## src/rtl/pipe_pkg.sv

```systemverilog
// Shared constants and helpers for the elastic pipeline register chain.
package pipe_pkg;

    localparam int unsigned STALL_CNT_W = 32;

    localparam logic [STALL_CNT_W-1:0] BEAT_CNT_RST = '0;

    // Bits needed to count every stage plus the skid entry (0..STAGES+1).
    function automatic int unsigned occ_width(input int unsigned stages);
        return $clog2(stages + 2);
    endfunction

endpackage

```

## src/rtl/pipe_chain_if.sv

```systemverilog
// Valid/ready handshake bundle for pipe_chain: upstream side, downstream side and flush.
interface pipe_chain_if #(
    parameter int unsigned WIDTH = 32
);

    logic             in_valid;
    logic             in_ready;
    logic [WIDTH-1:0] in_data;
    logic             flush;
    logic             out_valid;
    logic             out_ready;
    logic [WIDTH-1:0] out_data;

    modport master (
        output in_valid, in_data, flush, out_ready,
        input  in_ready, out_valid, out_data
    );

    modport slave (
        input  in_valid, in_data, flush, out_ready,
        output in_ready, out_valid, out_data
    );

endinterface

```

## src/rtl/pipe_chain_skid_buffer.sv

```systemverilog
// One-entry skid buffer in front of stage 0; in_ready comes straight from a flop.
module skid_buffer #(
    parameter int unsigned WIDTH = 32
) (
    input  logic             clock,
    input  logic             reset,
    input  logic             in_valid,
    input  logic [WIDTH-1:0] in_data,
    input  logic             flush,
    input  logic             take,
    output logic             in_ready,
    output logic             fwd_valid_c,
    output logic [WIDTH-1:0] fwd_data_c,
    output logic             sk_vld_nxt_c
);

    logic             sk_vld;
    logic [WIDTH-1:0] sk_dat;
    logic             in_fire_c;
    logic             fill_c;

    // Beats seen during flush are dropped before they reach any storage.
    assign in_fire_c = in_valid & in_ready & ~flush;

    always_comb begin
        sk_vld_nxt_c = sk_vld;
        fill_c       = 1'b0;
        fwd_valid_c  = sk_vld | in_fire_c;
        fwd_data_c   = sk_vld ? sk_dat : in_data;
        if (flush) begin
            sk_vld_nxt_c = 1'b0;
        end else if (sk_vld && take) begin
            sk_vld_nxt_c = 1'b0;
        end else if (in_fire_c && !take) begin
            sk_vld_nxt_c = 1'b1;
            fill_c       = 1'b1;
        end
    end

    always_ff @(posedge clock or negedge reset) begin
        if (!reset) begin
            sk_vld   <= 1'b0;
            sk_dat   <= '0;
            in_ready <= 1'b1;
        end else begin
            sk_vld   <= sk_vld_nxt_c;
            in_ready <= ~sk_vld_nxt_c;
            if (fill_c) begin
                sk_dat <= in_data;
            end
        end
    end

endmodule

```

## src/rtl/pipe_chain.sv

```systemverilog
// Elastic valid/ready register chain with flush and a registered-ready skid input.
// Define PIPE_CHAIN_STATS_EN to enable stall/beat counters and the report display.
module pipe_chain
    import pipe_pkg::*;
#(
    parameter int unsigned WIDTH  = 32,
    parameter int unsigned STAGES = 2,
    parameter int unsigned CORE   = 0
) (
    input  logic                           clock,
    input  logic                           reset,
    pipe_chain_if.slave                    bus,
    output logic [occ_width(STAGES)-1:0]   occupancy,
    input  logic                           report,
    output logic [STALL_CNT_W-1:0]         stall_count
);

    localparam int unsigned OCC_W = occ_width(STAGES);

    logic [STAGES-1:0] vld_nxt;
    logic              fwd_valid_c;
    logic [WIDTH-1:0]  fwd_data_c;
    logic              sk_vld_nxt_c;
    logic [OCC_W-1:0]  occ_nxt;

    skid_buffer #(
        .WIDTH (WIDTH)
    ) u_skid (
        .clock        (clock),
        .reset        (reset),
        .in_valid     (bus.in_valid),
        .in_data      (bus.in_data),
        .flush        (bus.flush),
        .take         (g_stage[0].adv),
        .in_ready     (bus.in_ready),
        .fwd_valid_c  (fwd_valid_c),
        .fwd_data_c   (fwd_data_c),
        .sk_vld_nxt_c (sk_vld_nxt_c)
    );

    // A stage advances when any stage downstream of it can move or holds a bubble.
    for (genvar i = 0; i < STAGES; i++) begin : g_stage
        logic             adv;
        logic             vld_q;
        logic [WIDTH-1:0] dat_q;
        logic             src_vld;
        logic [WIDTH-1:0] src_dat;

        if (i == STAGES - 1) begin : g_last
            assign adv = bus.out_ready | ~vld_q;
        end else begin : g_mid
            assign adv = g_stage[i+1].adv | ~vld_q;
        end

        if (i == 0) begin : g_head
            assign src_vld = fwd_valid_c;
            assign src_dat = fwd_data_c;
        end else begin : g_tail
            assign src_vld = g_stage[i-1].vld_q;
            assign src_dat = g_stage[i-1].dat_q;
        end

        assign vld_nxt[i] = bus.flush ? 1'b0 : (adv ? src_vld : vld_q);

        always_ff @(posedge clock or negedge reset) begin
            if (!reset) begin
                vld_q <= 1'b0;
                dat_q <= '0;
            end else begin
                vld_q <= vld_nxt[i];
                if (adv) begin
                    dat_q <= src_dat;
                end
            end
        end
    end

    assign bus.out_valid = g_stage[STAGES-1].vld_q;
    assign bus.out_data  = g_stage[STAGES-1].dat_q;

    assign occ_nxt = OCC_W'($countones(vld_nxt)) + OCC_W'(sk_vld_nxt_c);

    always_ff @(posedge clock or negedge reset) begin
        if (!reset) begin
            occupancy <= '0;
        end else begin
            occupancy <= occ_nxt;
        end
    end

`ifdef PIPE_CHAIN_STATS_EN
    logic [STALL_CNT_W-1:0] stall_q;
    logic [STALL_CNT_W-1:0] beat_q;

    // Stall count saturates; only reset clears it, flush leaves it alone.
    always_ff @(posedge clock or negedge reset) begin
        if (!reset) begin
            stall_q <= '0;
            beat_q  <= BEAT_CNT_RST;
        end else begin
            if (bus.out_valid && !bus.out_ready && (stall_q != '1)) begin
                stall_q <= stall_q + STALL_CNT_W'(1);
            end
            if (bus.out_valid && bus.out_ready) begin
                beat_q <= beat_q + STALL_CNT_W'(1);
            end
        end
    end

    assign stall_count = stall_q;

    always @(posedge clock) begin
        if (reset && report) begin
            $display("Core [%0d] pipe_chain beats=%0d stalls=%0d", CORE, beat_q, stall_q);
        end
    end
`else
    localparam int unsigned UNUSED_CORE = CORE;
    logic unused_report;

    assign unused_report = report;
    assign stall_count   = '0;
`endif

endmodule

```

## src/flat_wrapper.sv

```systemverilog
// flat-port wrapper written by rule: the top's interface ports become plain ports
module pipe_chain_flat import pipe_pkg::*;
#(
    parameter int unsigned WIDTH  = 32,
    parameter int unsigned STAGES = 2,
    parameter int unsigned CORE   = 0
)
  (clock, reset, occupancy, report, stall_count, bus_in_valid, bus_in_data, bus_flush, bus_out_ready, bus_in_ready, bus_out_valid, bus_out_data);
  pipe_chain_if #(.WIDTH(WIDTH)) bus_i ();
  input  logic clock;
  input  logic reset;
  output logic [occ_width(STAGES)-1:0] occupancy;
  input  logic report;
  output logic [STALL_CNT_W-1:0] stall_count;
  input wire logic [$bits(bus_i.in_valid)-1:0] bus_in_valid;
  input wire logic [$bits(bus_i.in_data)-1:0] bus_in_data;
  input wire logic [$bits(bus_i.flush)-1:0] bus_flush;
  input wire logic [$bits(bus_i.out_ready)-1:0] bus_out_ready;
  output wire logic [$bits(bus_i.in_ready)-1:0] bus_in_ready;
  output wire logic [$bits(bus_i.out_valid)-1:0] bus_out_valid;
  output wire logic [$bits(bus_i.out_data)-1:0] bus_out_data;
  assign bus_i.in_valid = bus_in_valid;
  assign bus_i.in_data = bus_in_data;
  assign bus_i.flush = bus_flush;
  assign bus_i.out_ready = bus_out_ready;
  assign bus_in_ready = bus_i.in_ready;
  assign bus_out_valid = bus_i.out_valid;
  assign bus_out_data = bus_i.out_data;
  pipe_chain #(.WIDTH(WIDTH), .STAGES(STAGES), .CORE(CORE)) u_core (.clock(clock), .reset(reset), .bus(bus_i), .occupancy(occupancy), .report(report), .stall_count(stall_count));
endmodule
```

## config.mk

```make
export PLATFORM = sky130hd
export DESIGN_NAME = pipe_chain_flat
export DESIGN_NICKNAME = d
export VERILOG_FILES = /design/src/rtl/pipe_pkg.sv /design/src/rtl/pipe_chain_if.sv /design/src/rtl/pipe_chain_skid_buffer.sv /design/src/rtl/pipe_chain.sv /design/src/flat_wrapper.sv
export SDC_FILE = /design/constraint.sdc
export NUM_CORES = 1
export LEC_CHECK = 0
export CORE_UTILIZATION = 40
export CTS_CLUSTER_DIAMETER = 40
export DETAILED_ROUTE_END_ITERATION = 8
export HOLD_SLACK_MARGIN = 0.1
export PLACE_DENSITY = 0.64
export REMOVE_ABC_BUFFERS = 1
export SYNTH_ARGS = -nofsm -noshare
export SYNTH_HDL_FRONTEND = slang
export SYNTH_HIERARCHICAL = 1
export SYNTH_SLANG_ARGS = --single-unit
```

## constraint.sdc

```tcl
create_clock -name clock -period 1.9 [get_ports clock]
set_input_delay 0.38 -clock clock [delete_from_list [all_inputs] [get_ports clock]]
set_output_delay 0.38 -clock clock [all_outputs]
set_load 0.01 [all_outputs]
```

==> reports/metrics.yaml, run 1 <==
outcome:
  status: "finished, violations left"
  violations: "design-rule violations"
worst_setup_path:
  worstPathArrival_ns: 2.04
  required_ns: 2.12
  crit_fanout: 17
  worst_path_max_delay_cell: "clkdlybuf4s50_1"
  slowest_delay_ns: 0.51
  r2r-end: "u_core/u_skid/sk_dat[18]"
  crit-reg2reg-launch: "u_core/bus.out_valid"
  cp-end-kind: "flip-flop"
  reg2reg_slack_ns: 0.30
  cp-start-kind: "input pin"
  path_class: "input pin to flip-flop"
  ff2ff_path_depth: 4
  path_cells: "clkdlybuf4s50_1, nand3b_4, and4bb_2, buf_12, mux2_1"
power:
  power_frac_clock_pct: 38.0
  p_int_mw: 3.55
  power_frac_comb_pct: 11.0
  power_frac_seq_pct: 51.0
  total_power_mw: 4.60
  swShare_pct: 22.8
  pwr_density_cell_mw_per_mm2: 781
  switching_power_mw: 1.05
  p_leak_nw: 2.76
  ir_drop_mv: 0.412
synth:
  synth-seq-area-share_pct: 52.8
  syn_inst: 292
  syn_area_mm2: 0.00483
  synth.area.top_cells: "dfrtp_1 (52%), mux2_4 (24%), mux2_2 (11%)"
  synth_top_cell_area_share_pct: 52.3
  ys_types: 21
  synth_top_area_cell: "dfrtp_1"
  synth_area_per_cell_um2: 16.6
  yosys_warnings: 6
  ys_seq_elements: 102
sta:
  setup_viol: 0
  slew_viol_final: 0
  period_share_pct: 95.9
  whs_ns: 0.484
  hold_viol_final: 0
  clock.fmax_ghz: 0.549
  grt_setup_unrepaired: "false"
  period_needed_ns: 1.82
  worst_slack_ns: 0.0777
  fin_worst_skew_ns: 0.00549
finish:
  area_growth_pct: 21.8
  final_cell_mix: "dfrtp_1 (100), mux2_4 (77), clkdlybuf4s50_1 (71)"
  diodes: 0
  fin_nets: 415
  final_common_cell: "dfrtp_1"
  drive_gt1_share_pct: 42.6
  final_area_mm2: 0.00589
min_path:
  min_to: "u_core/u_skid/sk_dat[18]"
  hp-start: "u_core/u_skid/sk_dat[18]"
  hold_path_class: "flip-flop to flip-flop"
  holdPathStages: 1
grt:
  grt_overflow: 0
  track_usage_pct: 15.3
  grt_pass1_wl_um: 14700
  antenna_found_initial: 0
  grt_start_max_net_pins: 36
  grt_pass1_vias: 2691
die:
  core_mm2: 0.0116
  start_util_pct: 41.6
  rows: 39
  die_y_um: 112
  die_area_mm2: 0.0125
  die_x_um: 112
  io_pins: 106
placed_design:
  portBuffers: 72
  place_area_mm2: 0.00560
  place.gp.congestion: 0.693
  dp_slack_ns: -0.270
  dpl.hpwl_um: 5720
clock_tree:
  cts_resized: 0
  tritoncts: "done"
  numCtsBuffers: 9
  cts_root_buf: "clkbuf_16"
  cts.sinks: 102
  cts_buffer_depth: 2
  clock_latency_ns: 0.34
  clkTransAtPathRegs_ns: 0.06
  cts_max_level: 3
routing:
  drc: 8
  postRouteAntennaNets: 0
  via_count: 2421
  post_drt_wl_per_cell_um: 16.7
  drt-total-wl_um: 8730
  drt_first_pass_iters: 6
  via_per_inst: 4.63
  drt_iter0_drc: 56
run:
  drv_cap: 0
[worst max-delay path: cells and delay by family]
| kind | cells | cell delay, ns |
|---|---|---|
| buf+inv | 2 | 0.72 |
| mux | 1 | 0.33 |
| simple gates | 2 | 0.60 |
[worst max path at each step]
stage	slack (ns)	startpoint	end
floorplan	-1.02	u_core/bus.out_valid	u_core/u_skid/sk_dat[17]
global placement	-0.24	bus_out_ready	u_core/u_skid/sk_dat[18]
detailed placement	-0.27	bus_out_ready	u_core/u_skid/sk_dat[18]
CTS	0.05	u_core/u_skid/in_ready	bus_in_ready
global route	0.02	u_core/u_skid/in_ready	bus_in_ready
finish	0.08	bus_out_ready	u_core/u_skid/sk_dat[18]
[through the flow]
step,cells,utilization [%],setup TNS (ns)
detailed placement,507,48.2,-9.08
floorplan,276,-,-31.66
finish,523,50.7,0
CTS,523,50.7,0
global placement,507,48.2,-8.00
global route,523,50.7,0
[synth_stat cells]
master / n
dfrtp_1: 101
mux2_4: 77
mux2_2: 49
buf_4: 32
buf_6: 6
buf_12: 5
buf_2: 4
a21oi_1: 3
inv_1: 2
mux2_1: 2
and4bb_1: 1
conb_1: 1
dfstp_2: 1
fa_1: 1
nand2_1: 1
nand2b_1: 1
nand3b_4: 1
nor2b_4: 1
nor3_1: 1
o21bai_1: 1
or3_1: 1
[routing by layer]
metal / track usage [%] / share of wire [%] / wire (um)
met1: 20.9 / 47 / 4140
met2: 24.1 / 48 / 4150
met3: 4.19 / 4.1 / 356
met4: 3.87 / 0.95 / 83
met5: 0 / 0 / 0
[final cells by class]
cell class	instances	area, um2
Clock buffer	12	256
Multi-Input combinational cell	172	1960
Timing Repair Buffer	89	911
Clock inverter	3	20.0
Inverter	2	7.51
Tap cell	143	179
Sequential cell	102	2550
Fill cell	1017	5720
[cells by family after synthesis]
family          Yosys count  synth area share [%]
mux                     128                  35.8
flops                   102                  52.8
buf+inv                  49                  9.01
simple gates              7                  1.40
compound gates            4                 0.466
fa+ha+maj                 1                 0.414
other cells               1                0.0776
[flip-flops by register name (all words and copies together), names as in the netlist]
name,flops
u_core/bus.out_valid,1
u_core/occupancy,2
u_core/u_skid/in_ready,1
u_core/bus.out_data,32
u_core/u_skid/sk_vld,1
u_core/g_stage.vld_q,1
u_core/g_stage.dat_q,32
u_core/u_skid/sk_dat,32
[repair_timing]
item                      4_1_cts  5_1_grt
hold buffers                    1        0
hold endpoints to repair       27        0
buffers inserted                0        0
[power groups by stage]
stage | logic [mW] | clock network, mW | registers [mW]
3_3_place_gp | 0.501 | 0 | 2.38
3_5_place_dp | 0.510 | 0 | 2.38
6_report | 0.508 | 1.75 | 2.34
2_1_floorplan | 0.222 | 0 | 2.39
4_1_cts | 0.515 | 1.82 | 2.34
5_1_grt | 0.550 | 1.90 | 2.36
No activity file was read; power rests on OpenSTA's default activity.
==> run 2: changes to the inputs <==
--- a/config.mk
+++ b/config.mk
@@ -10,6 +10,7 @@
 export DETAILED_ROUTE_END_ITERATION = 8
 export HOLD_SLACK_MARGIN = 0.1
 export PLACE_DENSITY = 0.64
+export RECOVER_POWER = 50
 export REMOVE_ABC_BUFFERS = 1
 export SYNTH_ARGS = -nofsm -noshare
 export SYNTH_HDL_FRONTEND = slang
==> constraint.sdc (replaced) <==
create_clock -name clock -period 1.9 [get_ports clock]
set_input_delay 0.38 -clock clock [delete_from_list [all_inputs] [get_ports clock]]
set_output_delay 0.38 -clock clock [all_outputs]
set_load 0.05 [all_outputs]
==> reports/metrics.yaml, run 2 (synthesis results as in run 1) <==
outcome:
  status: "finished, violations left"
  violations: "design-rule violations"
finish:
  final_common_cell: "dfrtp_1"
  final_cells: 523
  drive_gt1_share_pct: 40.5
  final_cell_mix: "dfrtp_1 (100), mux2_4 (68), mux2_2 (49)"
  area_growth_pct: 21.8
  diodes: 0
  fin_nets: 414
  post-route-util_pct: 50.7
  final_area_mm2: 0.00589
  fillers: 1028
clock_tree:
  cts_max_level: 3
  clock_latency_ns: 0.34
  cts_buffer_depth: 2
  cts.sinks: 102
  tritoncts: "done"
  cts_root_buf: "clkbuf_16"
  clkTransAtPathRegs_ns: 0.06
  numCtsBuffers: 9
worst_setup_path:
  reg2reg_slack_ns: 0.29
  critPathLaunch: "bus_out_ready"
  crit-reg2reg-launch: "u_core/bus.out_valid"
  ff2ff_path_depth: 3
  critical_path.endpoint: "u_core/u_skid/sk_dat[18]"
  cp-start-kind: "input pin"
  required_ns: 2.12
  path_class: "input pin to flip-flop"
  cp-end-kind: "flip-flop"
  worstPathArrival_ns: 2.02
  r2r-end: "u_core/bus.out_data[31]"
  crit_fanout: 17
min_path:
  holdPathStages: 1
  hold_path_class: "flip-flop to flip-flop"
die:
  rows: 39
  io_pins: 106
  die_y_um: 112
  core_mm2: 0.0116
  die_area_mm2: 0.0125
  die_x_um: 112
  start_util_pct: 41.6
grt:
  grt_start_max_net_pins: 43
  track_usage_pct: 15.0
  grt_pass1_vias: 2592
  antenna_found_initial: 0
  grt_pass1_wl_um: 14300
  grt_overflow: 0
power:
  total_power_mw: 4.94
  swShare_pct: 25.8
  pwr_density_cell_mw_per_mm2: 838
  power_frac_comb_pct: 14.9
  p_leak_nw: 2.96
  power_frac_clock_pct: 37.6
  switching_power_mw: 1.27
  ir_drop_mv: 0.441
  power_frac_seq_pct: 47.4
  p_int_mw: 3.66
routing:
  postRouteAntennaNets: 0
  drt_iter0_drc: 65
  drt_first_pass_iters: 6
  drt-total-wl_um: 8540
  drc: 8
  via_count: 2422
  via_per_inst: 4.63
  post_drt_wl_per_cell_um: 16.3
sta:
  tightest_slew_ns: 0.769
  period_share_pct: 95.0
  fin_worst_skew_ns: 0.00551
  clock.fmax_ghz: 0.554
  grt_setup_unrepaired: "false"
  slew_viol_final: 0
  setup_viol: 0
  slew_headroom_pct: 48.7
  period_needed_ns: 1.81
  hold_viol_final: 0
placed_design:
  placed_cells: 506
  dpl.hpwl_um: 5530
  portBuffers: 72
  place_area_mm2: 0.00559
  place.gp.congestion: 0.680
run:
  drv_cap: 0
[run 2: final cells by class]
cell class	count	area, um2	area share, %
Clock buffer	13	260	4.42
Clock inverter	3	42.5	0.723
Inverter	2	7.51	0.128
Multi-Input combinational cell	172	1930	32.7
Sequential cell	102	2550	43.4
Tap cell	143	179	3.04
Timing Repair Buffer	88	916	15.6
[run 2: how the worst min path moves through the flow]
stage,start,endpoint,slack [ns]
2_1_floorplan,reset,u_core/bus.out_data[0],0.08
3_3_place_gp,reset,u_core/u_skid/sk_dat[10],0.33
3_5_place_dp,reset,u_core/u_skid/sk_dat[10],0.34
6_report,u_core/g_stage[0].dat_q[16],u_core/bus.out_data[16],0.49
4_1_cts,u_core/u_skid/sk_dat[17],u_core/u_skid/sk_dat[17],0.49
5_1_grt,u_core/g_stage[0].dat_q[12],u_core/bus.out_data[12],0.51
[run 2: repair_timing]
item | CTS | global route
gates resized for setup | 5 | 24
hold buffers | 1 | 0
pin swaps | 0 | 0
hold endpoints to repair | 25 | 0
endpoints found under the setup margin | 5 | 24
buffers inserted | 0 | 0
[run 2: through the flow]
step	setup TNS (ns)	setup slack, ns	hold WS (ns)
6_report	0	0.0942	0.487
5_1_grt	0	0.0493	0.511
4_1_cts	0	0.000642	0.493
3_5_place_dp	-8.12	-0.256	0.335
3_3_place_gp	-8.00	-0.242	0.327
2_1_floorplan	-41.69	-1.33	0.0844
[run 2: worst max-delay path, stage by stage]
cell	delay, ns
clkdlybuf4s50_1	0.51
nand3b_4	0.21
and4bb_2	0.37
buf_12	0.20
mux2_1	0.34
[run 2: power groups by stage]
stage	Clock, mW	Combinational [mW]	Sequential (mW)
after global placement	0	0.760	2.38
after floorplan	0	0.331	2.54
after detailed placement	0	0.769	2.38
after CTS	1.94	0.767	2.34
after global routing	2.03	0.780	2.36
final	1.86	0.738	2.34
[run 2: per-layer routing]
layer  global-route usage, %  share of wire (%)  vias up
li1                        -                  -     1118
met1                    20.9                 48     1236
met2                    22.6                 47       63
met3                    4.03                4.3        5
met4                    4.86               0.81        0
met5                       0                  0        -
